<file path="config.mk">
export PLATFORM = sky130hd
export DESIGN_NAME = uart_tx
export DESIGN_NICKNAME = d
export VERILOG_FILES = /design/src/rtl/uart_tx.sv
export SDC_FILE = /design/constraint.sdc
export NUM_CORES = 1
export LEC_CHECK = 0
export BUFFER_PORTS_ARGS = -buffer_cell sky130_fd_sc_hd__buf_2
export CELL_PAD_IN_SITES_DETAIL_PLACEMENT = 1
export CELL_PAD_IN_SITES_GLOBAL_PLACEMENT = 1
export CORE_UTILIZATION = 45
export DETAILED_ROUTE_END_ITERATION = 12
export HOLD_SLACK_MARGIN = 0.15
export PLACE_DENSITY_LB_ADDON = 0.1
export SYNTH_ARGS = -nofsm -noshare
export SYNTH_HDL_FRONTEND = slang
export SYNTH_SLANG_ARGS = --single-unit
export TNS_END_PERCENT = 50
</file>
<file path="constraint.sdc">
create_clock -name i_clk -period 2.95 [get_ports i_clk]
set_clock_uncertainty 0.15 [all_clocks]
set_input_delay 0.59 -clock i_clk [delete_from_list [all_inputs] [get_ports i_clk]]
set_output_delay 0.59 -clock i_clk [all_outputs]
set_load 0.005 [all_outputs]
</file>
<file path="src/rtl/uart_tx.sv">
// UART transmitter: start bit, BIT_NUM data bits MSB first, STOP_BITS stop bits; line idles high.
// Latency 1 clock from accept to start bit; ready re-asserts in the final stop cycle.
module uart_tx #(
    parameter int CLK_CYCLES = 868,
    parameter int BIT_NUM    = 8,
    parameter int STOP_BITS  = 1
) (
    input  logic               i_clk,
    input  logic               i_rst,
    input  logic [BIT_NUM-1:0] i_tx_data,
    input  logic               i_tx_valid,
    output logic               o_tx_ready,
    output logic               o_tx_serial,
    output logic               o_tx_busy,
    output logic               o_tx_done
);

    localparam int CW = (CLK_CYCLES > 1) ? $clog2(CLK_CYCLES) : 1;
    localparam int IW = (BIT_NUM > 1) ? $clog2(BIT_NUM) : 1;
    localparam logic [CW-1:0] BAUD_LAST = CW'(CLK_CYCLES - 1);
    localparam logic [CW-1:0] BAUD_PRE  = CW'(CLK_CYCLES - 2);
    localparam logic [IW-1:0] IDX_MSB   = IW'(BIT_NUM - 1);
    localparam logic          STOP_LAST = (STOP_BITS == 2);

    typedef enum logic [1:0] {IDLE, START, DATA, STOP} state_t;

    state_t             state_q;
    logic [CW-1:0]      baud_q;
    logic [IW-1:0]      idx_q;
    logic               stop_q;
    logic [BIT_NUM-1:0] shift_q;
    logic               serial_q;
    logic               ready_q;
    logic               busy_q;
    logic               done_q;

    logic          baud_wrap;
    logic [CW-1:0] baud_next;
    logic          last_stop;
    logic          accept;

    assign baud_wrap = (baud_q == BAUD_LAST);
    assign baud_next = baud_wrap ? '0 : baud_q + 1'b1;
    assign last_stop = (stop_q == STOP_LAST);
    assign accept    = i_tx_valid & ready_q;

    always_ff @(posedge i_clk or posedge i_rst) begin
        if (i_rst) begin
            state_q  <= IDLE;
            baud_q   <= '0;
            idx_q    <= '0;
            stop_q   <= 1'b0;
            shift_q  <= '0;
            serial_q <= 1'b1;
            ready_q  <= 1'b1;
            busy_q   <= 1'b0;
            done_q   <= 1'b0;
        end else begin
            done_q <= 1'b0;
            case (state_q)
                IDLE: begin
                    baud_q <= '0;
                    if (accept) begin
                        shift_q  <= i_tx_data;
                        state_q  <= START;
                        serial_q <= 1'b0;
                        ready_q  <= 1'b0;
                        busy_q   <= 1'b1;
                    end
                end
                START: begin
                    baud_q <= baud_next;
                    if (baud_wrap) begin
                        state_q  <= DATA;
                        idx_q    <= IDX_MSB;
                        serial_q <= shift_q[IDX_MSB];
                    end
                end
                DATA: begin
                    baud_q <= baud_next;
                    if (baud_wrap) begin
                        if (idx_q == '0) begin
                            state_q  <= STOP;
                            stop_q   <= 1'b0;
                            serial_q <= 1'b1;
                        end else begin
                            idx_q    <= idx_q - 1'b1;
                            serial_q <= shift_q[idx_q - 1'b1];
                        end
                    end
                end
                STOP: begin
                    baud_q <= baud_next;
                    if (baud_wrap) begin
                        stop_q <= 1'b1;
                    end
                    // Outputs are registered, so ready/done are raised one cycle early
                    // to line up with the final stop cycle.
                    if (last_stop && (baud_q == BAUD_PRE)) begin
                        ready_q <= 1'b1;
                        done_q  <= 1'b1;
                    end
                    if (last_stop && baud_wrap) begin
                        if (accept) begin
                            shift_q  <= i_tx_data;
                            state_q  <= START;
                            serial_q <= 1'b0;
                            ready_q  <= 1'b0;
                        end else begin
                            state_q <= IDLE;
                            busy_q  <= 1'b0;
                        end
                    end
                end
                default: state_q <= IDLE;
            endcase
        end
    end

    assign o_tx_serial = serial_q;
    assign o_tx_ready  = ready_q;
    assign o_tx_busy   = busy_q;
    assign o_tx_done   = done_q;

endmodule

</file>
* After elaboration in Yosys (flattened, before gate mapping) *
Cells that the tools add are included.

storage, ports and cells
  register bits = 28
  latch bits = 0
  memory bits (writable) = 0
  bits in read-only memories = 0
  input bits = 11
  output and inout port bits = 4
  word-level logic and storage cells = 81
  memories kept = 0

operators by class
  add/subtract/negate cells = 2
  multiply operators = 0
  div/mod/pow operators = 0
  order comparisons = 1
  equality and inequality tests = 13
  shift-type cells = 0
  muxes and demuxes = 39
  bitwise logic cells = 2
  reduce and logical (&&, ||, !) cells = 15

operators by type and width
  kind                                                count
  equality test 10 bit, second input constant         2
  one-hot mux 10 bit (2 select lines)                 1
  two-way mux 1 bit                                   19
  two-way mux 8 bit                                   2
  inequality test 2 bit, second input constant        8
  one-hot mux 8 bit (2 select lines)                  1
  AND reduction 4 bit                                 3
  adder 10 x 1 -> 10 bit, second input constant       1
  two-way mux 10 bit                                  1
  two-way mux 2 bit                                   5
  two-way mux 3 bit                                   3
  one-hot mux 2 bit (4 select lines)                  1
  one-hot mux 1 bit (2 select lines)                  3
  one-hot mux 3 bit (2 select lines)                  1
  nonzero test 2 bit                                  3
  AND reduction 5 bit                                 1
  equality test 2 bit, second input constant          2
  < comparator 3 x 4 -> 1 bit, second input constant  1
  one-hot mux 1 bit (4 select lines)                  1
  AND reduction 2 bit                                 2
  binary-select mux 1 bit (select 3 bit)              1
  zero test 3 bit                                     1
  AND reduction 3 bit                                 1
  OR reduction 3 bit                                  1
  6 further kinds                                     7

* Logic depth before layout (Yosys ltp) *
Gate-level depths: netlist of the first run.

  depth in word-level cells = 6
  gate-level depth with buffers = 9
  depth with buffers taken out = 8

* Worst setup path after synthesis of the first run *
Ideal clock, no wire load.

  path type = register to register
  start = register idx_q[0]
  end = register serial_q, in the netlist o_tx_serial
  setup time = 79 ps
  data arrival time = 1906 ps
  path slack = 815 ps
  stages on the path, launching flop included = 8
  path buffers = 0
  period minus slack after synthesis = 2135 ps
  path through = dfrtp_1 inv_1 ha_1 mux4_2 or3_1 a32o_1 nand2_1 o21ai_1

between the ends
  word-level cells in the longest chain between the ends = 6

RTL lines
  what                                     RTL line  source
  start: declaration                       29        logic [IW-1:0] idx_q;
  start signal: assignment                 87        idx_q <= idx_q - 1'b1;
  subtractor 3 x 1 -> 3 bit                88        serial_q <= shift_q[idx_q - 1'b1];
  binary-select mux 1 bit (select 3 bit)   88
  two-way mux 1 bit (implied by the code)  88
  two-way mux 1 bit (*)                    82        if (idx_q == '0) begin
  two-way mux 1 bit (*)                    81        if (baud_wrap) begin
  one-hot mux 1 bit (4 select lines) (*)   60        case (state_q)
  end signal: assignment                   76        serial_q <= shift_q[IDX_MSB];
  end signal: assignment                   88
  end: declaration                         32        logic serial_q;

Mark *: on every way between the ends. The rest lies on a longest branch, timed or not. The select of a mux whose other input is x is not followed.
A chain may end at the register's enable or synchronous reset.

* Worst setup path after layout of the first run *
  start = register baud_q[0]
  end = register shift_q[4]

between the ends
  word-level cells in the longest chain between the ends = 4

RTL lines
  what                             RTL line  source
  start: declaration               28        logic [CW-1:0] baud_q;
  start signal: assignment         72        baud_q <= baud_next;
  start signal: assignment         80        baud_q <= baud_next;
  start signal: assignment         93        baud_q <= baud_next;
  equality test 10 bit             42        assign baud_wrap = (baud_q == BAUD_LAST);
  logical AND 1 bit                103       if (last_stop && baud_wrap) begin
  inequality test 2 bit (no line)  -
  AND reduction 2 bit (no line)    -
  end signal: assignment           64        shift_q <= i_tx_data;
  end signal: assignment           105       shift_q <= i_tx_data;
  end: declaration                 31        logic [BIT_NUM-1:0] shift_q;

Every way passes these cells.

==> metrics.log, run 1 <==
[metrics] EDFF count, synth: 0
[metrics] GR Util All Layers: 0.199
[metrics] Async SR Flop Fraction: 1.00
[metrics] critical path data arrival time: 2.40 ns
[metrics] Pwr Density: 329 nW/um2
[metrics] average via count per standard cell: 5.29
[metrics] placement row count: 21
[metrics] Max clock buf depth: 2
[metrics] number of top-level pins: 15
[metrics] Max Fclk: 432 MHz
[metrics] NumNets Final: 177
[metrics] transition time of the tightest slew-check pin: 0.411 ns
[metrics] DRC Markers: 0
[metrics] first-pass GRT wire length: 5.26 mm
[metrics] Initial Utilization: 0.468
[metrics] layout overhead on the synthesized area: 9.14%
[metrics] startpoint types: flop
[metrics] area of the multi-input gates: 805 um2
[metrics] diode count: 0
[metrics] Max IR drop VDD: 0.000168 V
[metrics] number of antenna violations at the first check in global routing: 0
[metrics] core footprint: 3340 um2
[metrics] warning count from the yosys run: 0
[metrics] Sinks on Clock Net: 28
[metrics] number of global-route vias before repair: 1118
[metrics] clock tree from TritonCTS: built
[metrics] class of the worst hold path: in2async
[metrics] clock-pin slew of the registers on the worst-case setup and hold paths: 0.15 ns
[metrics] die area: 3710 um2
[metrics] average wire per standard cell: 15.7 um
[metrics] time the final worst path needs with I/O delays and setup: 2.31 ns
[metrics] number of H-tree levels: 1
[metrics] Congestion Overflow GR: 0
[metrics] final setup violation count: 0
[metrics] Final HPWL DP: 2.44 mm
[metrics] register area share after synthesis: 0.451
[metrics] number of optimization iterations in the first detailed-route pass: 3
[metrics] hold_buf cts: 0
[metrics] most instantiated flip-flop cell in the synthesis netlist: sky130_fd_sc_hd__dfrtp_1
[metrics] height of the die: 60.9 um
[metrics] cell area after placement: 1680 um2
[metrics] Mapped Nets: 160
[metrics] routability-driven placement congestion ratio: 0.707
[metrics] Gates resized, CTS repair: 0
[metrics] sum of negative setup slack: 0 ns
[metrics] final slew viol count: 0
[metrics] largest fanout on the critical path: 8
[metrics] detailed-route via count: 1064
[metrics] count of distinct cell types in the synthesized netlist: 42
[metrics] area used by sequential logic in the layout: 703 um2
[metrics] final total power: 0.561 mW
[metrics] number of standard cells after synthesis: 140
[metrics] DRT Wirelength: 3.16 mm
[metrics] biggest area contributors in the synthesized netlist: sky130_fd_sc_hd__dfrtp_1 42%, sky130_fd_sc_hd__mux2_4 7.7%, sky130_fd_sc_hd__ha_1 7.2%, sky130_fd_sc_hd__nor2_1 4.6%, sky130_fd_sc_hd__dfstp_2 3.4%
[metrics] port buffer count: 14
[metrics] required time reported for the critical path endpoint: 3.04 ns
[metrics] unrepaired setup endpoints after global routing: false
[metrics] Setup CP Type: reg2reg
[metrics] CP Capture Type: flop
[metrics] maximum number of pins on one net before global-route repair: 29
[metrics] Max Cap Viol: 0
[metrics] Avg Inst Size Synth: 11.1 um2
[metrics] standby leakage power: 0.808 nW
[metrics] post-route fraction of the period consumed by the critical path: 0.784
[metrics] total of fill cells in the finished design: 393
[metrics] area share of the leading cell type in the synthesized netlist: 0.417
[metrics] outcome: complete, no violations
[metrics] most common cell in the netlist: sky130_fd_sc_hd__dfrtp_1
[metrics] top cells by count, synth: 26 x sky130_fd_sc_hd__dfrtp_1, 19 x sky130_fd_sc_hd__nor2_1, 10 x sky130_fd_sc_hd__inv_1
[metrics] number of hold-slack violations in the final timing report: 0
[metrics] max_slew headroom: 0.725
[metrics] latest clock arrival within the worst-skew pair: 0.33 ns
[metrics] post-synthesis register bit count: 28
[metrics] number of buffers inserted during clock tree synthesis: 3
[metrics] post-synthesis instance area: 1560 um2
[metrics] share of final-layout standard cells stronger than drive strength 1: 0.252
[metrics] clock tree root buffer cell: sky130_fd_sc_hd__clkbuf_4
[metrics] antenna viol nets, final: 0
[metrics] final cell area excluding filler cells: 1700 um2
[metrics] Horiz. Die Dim: 60.9 um
[metrics] violation count after the first detailed-route iteration: 63
[metrics] post-CTS repair timing setup buffer count: 0
[metrics] cell type contributing the most total cell area after synthesis: sky130_fd_sc_hd__dfrtp_1
-- worst paths after layout --
path,startpoint,end,slack [ns],depth (start not counted)
worst max-delay path,baud_q[0],shift_q[4],0.64,6
worst min-delay path,i_rst,shift_q[4],0.14,3
worst max register to register,baud_q[0],shift_q[4],0.64,6
worst min register to register,o_tx_serial,o_tx_serial,0.34,2
max in group asynchronous,i_rst,o_tx_ready,2.19,3
min in group i_clk,i_tx_data[7],shift_q[7],0.32,2
-- layout make-up --
type,count,area share
Tap cell,46,0.0338
Clock buffer,3,0.0132
Timing Repair Buffer,15,0.0456
Multi-Input combinational cell,99,0.472
Inverter,10,0.0220
Sequential cell,28,0.413
-- per-stage QoR --
stage / std cells / utilization / hold WS (ns) / worst slack, ns
after global placement: 198 / 0.504 / 0.300 / 0.665
final: 201 / 0.510 / 0.142 / 0.637
after global routing: 201 / 0.510 / 0.176 / 0.499
after floorplan: 140 / - / 0.301 / 0.815
after CTS: 201 / 0.510 / 0.151 / 0.617
after detailed placement: 198 / 0.504 / 0.324 / 0.637
-- layout by cell type, fill, tap and decap left out, types with 2 or more instances in the layout --
| master | synthesis | final |
|---|---|---|
| sky130_fd_sc_hd__a21oi_1 | 5 | 5 |
| sky130_fd_sc_hd__and2_1 | 2 | 2 |
| sky130_fd_sc_hd__buf_2 | 0 | 14 |
| sky130_fd_sc_hd__clkbuf_4 | 1 | 3 |
| sky130_fd_sc_hd__dfrtp_1 | 26 | 26 |
| sky130_fd_sc_hd__dfstp_2 | 2 | 2 |
| sky130_fd_sc_hd__ha_1 | 9 | 9 |
| sky130_fd_sc_hd__inv_1 | 10 | 10 |
| sky130_fd_sc_hd__mux2_4 | 8 | 8 |
| sky130_fd_sc_hd__mux4_2 | 2 | 2 |
| sky130_fd_sc_hd__nand2_1 | 8 | 8 |
| sky130_fd_sc_hd__nand2b_1 | 2 | 2 |
| sky130_fd_sc_hd__nand3_1 | 5 | 5 |
| sky130_fd_sc_hd__nor2_1 | 19 | 19 |
| sky130_fd_sc_hd__o21ai_0 | 3 | 3 |
| sky130_fd_sc_hd__o22a_1 | 2 | 2 |
| sky130_fd_sc_hd__or3_1 | 3 | 3 |
| sky130_fd_sc_hd__xnor2_1 | 4 | 4 |
| sky130_fd_sc_hd__xor2_1 | 4 | 4 |
-- metal layers --
layer / vias up / wire length (um) / GRT usage
li1: 520 / - / -
met1: 531 / 1450 / 0.250
met2: 8 / 1620 / 0.349
met3: 5 / 40 / 0.0256
met4: 0 / 52 / 0.0779
met5: - / 0 / 0
-- critical path, stage by stage (launching register included) --
cell                       delay [ns]
sky130_fd_sc_hd__dfrtp_1         0.43
sky130_fd_sc_hd__ha_1            0.22
sky130_fd_sc_hd__nor3b_4         0.28
sky130_fd_sc_hd__nand4b_4        0.16
sky130_fd_sc_hd__or2_4           0.27
sky130_fd_sc_hd__a21oi_4         0.36
sky130_fd_sc_hd__mux2_4          0.34
-- power breakdown --
group / switching [mW] / leakage, nW / internal (mW)
combinational: 0.00958 / 0.430 / 0.00591
sequential: 0 / 0.365 / 0.384
clock: 0.113 / 0.0138 / 0.0481
-- flip-flops by register name, summed over array words and instances (netlist names) --
register,count
baud_q,10
idx_q,3
o_tx_busy,1
o_tx_done,1
o_tx_ready,1
o_tx_serial,1
shift_q,8
state_q,2
stop_q,1
-- cell families after synthesis --
| family | after synthesis | share of synthesized area |
|---|---|---|
| and+or+nand+nor | 48 | 0.174 |
| xor gates and xnor gates | 8 | 0.0449 |
| adders and majority gates | 9 | 0.0722 |
| muxes | 12 | 0.119 |
| AOI/OAI and AO/OA | 22 | 0.105 |
| DFF | 28 | 0.451 |
| buffers and inverters | 13 | 0.0337 |
(Power assumes the default switching activity.)
==> run 2: changes to the inputs <==
- clock period: 2.95 -> 2.4 ns (I/O delays scaled with it)
==> metrics.log, run 2 (same netlist as run 1, synthesis figures left out) <==
[metrics] layout overhead on the synthesized area: 14.0%
[metrics] post-route fraction of the period consumed by the critical path: 0.943
[metrics] number of top-level pins: 15
[metrics] unrepaired setup endpoints after global routing: false
[metrics] final slew viol count: 0
[metrics] Biggest register: baud_q
[metrics] Max clock buf depth: 2
[metrics] Final HPWL DP: 2.48 mm
[metrics] global routing met2 resource utilization: 0.364
[metrics] Crit path max-delay family: multiplexers
[metrics] ordered list of cells on the worst path: inv_1, ha_1, mux4_2, or3_1, a32o_1, nand2_1, o21ai_1
[metrics] number of hold-slack violations in the final timing report: 0
[metrics] first-pass GRT wire length: 5.41 mm
[metrics] sum of negative setup slack: 0 ns
[metrics] R2R Path Start: idx_q[0]
[metrics] number of H-tree levels: 1
[metrics] average wire per standard cell: 15.8 um
[metrics] Horiz. Die Dim: 60.9 um
[metrics] leading cell type in the layout, fill and taps excluded: sky130_fd_sc_hd__dfrtp_1
[metrics] largest fanout on the critical path: 4
[metrics] Pwr Density: 457 nW/um2
[metrics] number of optimization iterations in the first detailed-route pass: 2
[metrics] height of the die: 60.9 um
[metrics] fraction of power consumed by sequential logic: 0.582
[metrics] detailed-route via count: 1092
[metrics] routability-driven placement congestion ratio: 0.739
[metrics] proportion of total power due to net switching: 0.199
[metrics] most used routing layer in global routing: met2
[metrics] worst setup slack for register-to-register paths: 0.14 ns
[metrics] final cell area excluding filler cells: 1780 um2
[metrics] transition time of the tightest slew-check pin: 0.360 ns
[metrics] latest clock arrival within the worst-skew pair: 0.34 ns
[metrics] top library cells by usage in the layout, fill and taps aside: 26 x sky130_fd_sc_hd__dfrtp_1, 19 x sky130_fd_sc_hd__nor2_1, 14 x sky130_fd_sc_hd__buf_2
[metrics] clock tree root buffer cell: sky130_fd_sc_hd__clkbuf_4
[metrics] placement row count: 21
[metrics] Int Pwr: 0.650 mW
[metrics] Max Cap Viol: 0
[metrics] post-CTS repair timing setup buffer count: 0
[metrics] Initial Utilization: 0.468
[metrics] final total power: 0.812 mW
[metrics] DRT Wirelength: 3.25 mm
[metrics] Sinks on Clock Net: 28
[metrics] max_slew headroom: 0.760
[metrics] final setup violation count: 0
[metrics] terminus of the critical flop-to-flop path: o_tx_serial
[metrics] class of the worst hold path: in2reg
[metrics] Util after Layout: 0.533
[metrics] clock-pin slew of the registers on the worst-case setup and hold paths: 0.16 ns
[metrics] outcome: complete, no violations
[metrics] worst hold stages: 2
[metrics] slowest stage cell on the critical path: sky130_fd_sc_hd__mux4_2
[metrics] CP Capture Type: flop
[metrics] average via count per standard cell: 5.30
[metrics] flip-flop count of the largest register, all copies and words added: 10
[metrics] antenna viol nets, final: 0
[metrics] terminating pin of the worst hold path: shift_q[3]
[metrics] cell area after placement: 1720 um2
[metrics] NumNets Final: 181
[metrics] diode count: 0
[metrics] Max Fclk: 442 MHz
[metrics] power dissipated by switching net loads: 0.162 mW
[metrics] core footprint: 3340 um2
[metrics] DRC Markers: 0
[metrics] largest registers: baud_q: 10 flops, shift_q: 8 flops, idx_q: 3 flops
[metrics] GR met3 Demand/Resource: 0.0512
[metrics] maximum number of pins on one net before global-route repair: 29
[metrics] number of buffers inserted during clock tree synthesis: 3
[metrics] GR Util All Layers: 0.205
[metrics] buffers plus inverters on the worst setup path: 1
[metrics] port buffer count: 14
[metrics] Setup CP Type: reg2reg
[metrics] number of cell instances on the worst register-to-register path: 7
[metrics] clock network fraction of design power: 0.393
[metrics] required time reported for the critical path endpoint: 2.54 ns
[metrics] die area: 3710 um2
[metrics] critical path data arrival time: 2.41 ns
[metrics] share of final-layout standard cells stronger than drive strength 1: 0.269
[metrics] highest cell delay on the worst timing path: 0.50 ns
[metrics] logic gate share of total power: 0.025
[metrics] number of antenna violations at the first check in global routing: 0
[metrics] start point of the worst min-delay path: i_tx_data[3]
[metrics] met1 routing resource usage after global routing: 0.246
[metrics] number of global-route vias before repair: 1153
[metrics] time the final worst path needs with I/O delays and setup: 2.26 ns
[metrics] startpoint types: flop
[metrics] Max IR drop VDD: 0.000320 V
[metrics] Congestion Overflow GR: 0
[metrics] standby leakage power: 0.844 nW
[metrics] clock tree from TritonCTS: built
[metrics] violation count after the first detailed-route iteration: 9
-- run 2: cell types whose count changed in the layout (fill, tap and decap cells not counted) --
cell                            before  now
sky130_fd_sc_hd__buf_12              0    1
sky130_fd_sc_hd__buf_4               1    3
sky130_fd_sc_hd__bufinv_16           0    1
sky130_fd_sc_hd__dlygate4sd3_1       0    1
-- run 2: how the worst max path moves through the flow --
stage,start,to,depth (start not counted)
CTS,idx_q[0],o_tx_serial,7
detailed placement,idx_q[0],o_tx_serial,7
global route,idx_q[0],o_tx_serial,7
global placement,baud_q[0],shift_q[4],7
floorplan,idx_q[0],o_tx_serial,7
finish,idx_q[0],o_tx_serial,7
-- run 2: power groups by stage --
stage	clock network, mW	registers [mW]	logic (mW)
after detailed placement	0	0.481	0.0202
after CTS	0.337	0.472	0.0214
after floorplan	0	0.481	0.00756
final	0.319	0.472	0.0205
after global placement	0	0.481	0.0195
after global routing	0.356	0.473	0.0235
-- run 2: worst reg2reg max path: stages, from the launching register on --
cell,delay [ns]
sky130_fd_sc_hd__dfrtp_1,0.44
sky130_fd_sc_hd__inv_1,0.07
sky130_fd_sc_hd__ha_1,0.36
sky130_fd_sc_hd__mux4_2,0.50
sky130_fd_sc_hd__or3_1,0.31
sky130_fd_sc_hd__a32o_1,0.26
sky130_fd_sc_hd__nand2_1,0.06
sky130_fd_sc_hd__o21ai_1,0.06
-- run 2: timing repair --
action	4_1_cts	5_1_grt
gates resized for setup	0	0
setup endpoints to repair	0	0
hold buffers	1	0
hold endpoints to repair	26	0
-- run 2: cell type report --
| type | instances | area [um2] |
|---|---|---|
| fill | 388 | 1560 |
| clock inverter | 1 | 30.0 |
| multi-input combinational | 99 | 805 |
| inverter | 10 | 37.5 |
| sequential | 28 | 703 |
| tap | 46 | 57.6 |
| timing repair buffer | 19 | 123 |
| clock buffer | 3 | 22.5 |
-- run 2: routing by layer --
| metal | vias up | share of wire |
|---|---|---|
| met1 | 553 | 0.45 |
| met5 | - | 0 |
| met4 | 0 | 0.010 |
| met2 | 9 | 0.52 |
| li1 | 526 | - |
| met3 | 4 | 0.019 |
-- run 2: stage by stage --
stage | setup slack, ns | hold slack, ns | instances
floorplan | 0.265 | 0.301 | 140
global placement | 0.211 | 0.299 | 201
detailed placement | 0.142 | 0.321 | 201
CTS | 0.129 | 0.183 | 206
global route | 0.0197 | 0.166 | 206
finish | 0.136 | 0.202 | 206
==> run 3: changes to the inputs <==
- ABC_AREA: not set -> 1
- CORE_UTILIZATION: 45 -> 43
==> metrics.log, run 3 <==
[metrics] Avg Inst Size Synth: 7.97 um2
[metrics] Crit path depth: 7
[metrics] diode count: 0
[metrics] Pwr Density: 482 nW/um2
[metrics] Initial Utilization: 0.461
[metrics] Max clock buf depth: 2
[metrics] highest cell delay on the worst timing path: 0.49 ns
[metrics] hold_buf cts: 1
[metrics] port buffer count: 14
[metrics] number of hold-slack violations in the final timing report: 0
[metrics] biggest area contributors in the synthesized netlist: sky130_fd_sc_hd__dfrtp_1 41%, sky130_fd_sc_hd__nand2_1 10%, sky130_fd_sc_hd__inv_1 7.8%, sky130_fd_sc_hd__ha_1 7.1%, sky130_fd_sc_hd__nand3_1 4.7%
[metrics] clock tree from TritonCTS: built
[metrics] Async SR Flop Fraction: 1.00
[metrics] final cell area excluding filler cells: 1800 um2
[metrics] worst setup slack for register-to-register paths: 0.56 ns
[metrics] number of buffers inserted during clock tree synthesis: 3
[metrics] Final HPWL DP: 2.86 mm
[metrics] DRT Wirelength: 3.56 mm
[metrics] Gates resized, CTS repair: 0
[metrics] NumNets Final: 238
[metrics] Place WS: 0.561 ns
[metrics] Crit path max-delay family: flip-flops
[metrics] maximum number of pins on one net before global-route repair: 17
[metrics] startpoint types: flop
[metrics] share of final-layout standard cells stronger than drive strength 1: 0.175
[metrics] number of cell instances on the worst register-to-register path: 7
[metrics] outcome: complete, no violations
[metrics] required time reported for the critical path endpoint: 2.42 ns
[metrics] capturing instance or port of the critical path: idx_q[1]
[metrics] area share of the leading cell type in the synthesized netlist: 0.410
[metrics] height of the die: 62.7 um
[metrics] buffers plus inverters on the worst setup path: 2
[metrics] core footprint: 3440 um2
[metrics] Congestion Overflow GR: 0
[metrics] post-route fraction of the period consumed by the critical path: 0.768
[metrics] number of standard cells after synthesis: 199
[metrics] terminus of the critical flop-to-flop path: idx_q[1]
[metrics] Max Cap Viol: 0
[metrics] transition time of the tightest slew-check pin: 0.585 ns
[metrics] number of optimization iterations in the first detailed-route pass: 4
[metrics] layout overhead on the synthesized area: 13.4%
[metrics] cell type contributing the most total cell area after synthesis: sky130_fd_sc_hd__dfrtp_1
[metrics] die area: 3930 um2
[metrics] placement row count: 21
[metrics] most common cell in the netlist: sky130_fd_sc_hd__nand2_1
[metrics] latest clock arrival within the worst-skew pair: 0.27 ns
[metrics] worst hold slack after final layout: 0.292 ns
[metrics] top library cells by usage in the layout, fill and taps aside: 44 x sky130_fd_sc_hd__nand2_1, 33 x sky130_fd_sc_hd__inv_1, 26 x sky130_fd_sc_hd__dfrtp_1
[metrics] routability-driven placement congestion ratio: 0.785
[metrics] final slew viol count: 0
[metrics] Biggest register: baud_q
[metrics] GR Util All Layers: 0.205
[metrics] clock tree root buffer cell: sky130_fd_sc_hd__clkbuf_8
[metrics] CP Capture Type: flop
[metrics] ordered list of cells on the worst path: inv_1, ha_1, ha_1, nor2_1, nand3_1, o22ai_1, inv_1
[metrics] slowest stage cell on the critical path: sky130_fd_sc_hd__dfrtp_1
[metrics] flip-flop count of the largest register, all copies and words added: 10
[metrics] violation count after the first detailed-route iteration: 41
[metrics] leading cell type in the layout, fill and taps excluded: sky130_fd_sc_hd__nand2_1
[metrics] class of the worst hold path: in2reg
[metrics] register area share after synthesis: 0.444
[metrics] unrepaired setup endpoints after global routing: false
[metrics] number of antenna violations at the first check in global routing: 0
[metrics] largest fanout on the critical path: 8
[metrics] R2R Path Start: idx_q[0]
[metrics] number of global-route vias before repair: 1418
[metrics] number of H-tree levels: 1
[metrics] count of distinct cell types in the synthesized netlist: 28
[metrics] antenna viol nets, final: 0
[metrics] EDFF count, synth: 0
[metrics] final setup violation count: 0
[metrics] Max Fclk: 542 MHz
[metrics] sum of negative setup slack: 0 ns
[metrics] Setup crit start: idx_q[0]
[metrics] most instantiated flip-flop cell in the synthesis netlist: sky130_fd_sc_hd__dfrtp_1
[metrics] number of top-level pins: 15
[metrics] fin worst setup slack: 0.556 ns
[metrics] clock-pin slew of the registers on the worst-case setup and hold paths: 0.10 ns
[metrics] critical path data arrival time: 1.86 ns
[metrics] max_slew headroom: 0.610
[metrics] Finished Layout Cells: 263
[metrics] post-synthesis register bit count: 28
[metrics] first-pass GRT wire length: 6.38 mm
[metrics] placed insts: 258
[metrics] DRC Markers: 0
[metrics] average via count per standard cell: 4.96
[metrics] time the final worst path needs with I/O delays and setup: 1.84 ns
[metrics] largest registers: baud_q: 10 flops, shift_q: 8 flops, idx_q: 3 flops
[metrics] Sinks on Clock Net: 28
[metrics] Setup CP Type: reg2reg
[metrics] post-CTS repair timing setup buffer count: 0
[metrics] average wire per standard cell: 13.5 um
[metrics] Util after Layout: 0.522
[metrics] warning count from the yosys run: 0
[metrics] start point of the worst min-delay path: i_tx_data[0]
[metrics] Mapped Nets: 219
[metrics] Horiz. Die Dim: 62.7 um
[metrics] detailed-route via count: 1305
[metrics] top cells by count, synth: 44 x sky130_fd_sc_hd__nand2_1, 33 x sky130_fd_sc_hd__inv_1, 26 x sky130_fd_sc_hd__dfrtp_1
[metrics] Max IR drop VDD: 0.000238 V
[metrics] post-synthesis instance area: 1590 um2
[metrics] cell area after placement: 1720 um2
[metrics] standby leakage power: 0.864 nW
[metrics] final total power: 0.866 mW
## run 3: worst min-delay path by stage
stage / cells after the start / endpoint
2_1_floorplan: 2 / shift_q[0]
3_3_place_gp: 2 / o_tx_serial
3_5_place_dp: 2 / o_tx_serial
4_1_cts: 3 / shift_q[0]
5_1_grt: 3 / shift_q[0]
6_report: 3 / shift_q[0]
## run 3: layer usage
metal / track usage / vias to the layer above / share of wire / routed length [um]
met2: 0.345 / 12 / 0.47 / 1670
met1: 0.283 / 631 / 0.51 / 1810
li1: - / 660 / - / -
met3: 0.0182 / 2 / 0.016 / 56
met4: 0.0494 / 0 / 0.0065 / 23
met5: 0 / - / 0 / 0
## run 3: area by class of cell
cell class / instances / area [um2]
inverters: 34 / 128
well taps: 46 / 57.6
clock buffers: 3 / 41.3
clock inverters: 1 / 30.0
flip-flops and latches: 28 / 703
multi-input cells: 135 / 738
fillers: 448 / 1640
repair buffers: 16 / 100
## run 3: power by group
| part | leakage (nW) | switching [mW] | internal (mW) |
|---|---|---|---|
| clock | 0.0357 | 0.149 | 0.223 |
| combinational | 0.471 | 0.0124 | 0.0101 |
| sequential | 0.358 | 0 | 0.472 |
## run 3: kinds of logic (layout without fill, tap and decap cells)
| family | count (synthesis) | count (layout) | synth area share |
|---|---|---|---|
| DFF | 28 | 28 | 0.444 |
| buffers and inverters | 36 | 54 | 0.0908 |
| AOI/OAI and AO/OA | 23 | 23 | 0.0884 |
| adders and majority gates | 9 | 9 | 0.0710 |
| xor gates and xnor gates | 2 | 2 | 0.0111 |
| and+or+nand+nor | 101 | 101 | 0.295 |
## run 3: worst register-to-register path, cell delays in order, from the launching register on
cell	delay (ns)
sky130_fd_sc_hd__dfrtp_1	0.49
sky130_fd_sc_hd__inv_1	0.15
sky130_fd_sc_hd__ha_1	0.22
sky130_fd_sc_hd__ha_1	0.21
sky130_fd_sc_hd__nor2_1	0.16
sky130_fd_sc_hd__nand3_1	0.14
sky130_fd_sc_hd__o22ai_1	0.18
sky130_fd_sc_hd__inv_1	0.05
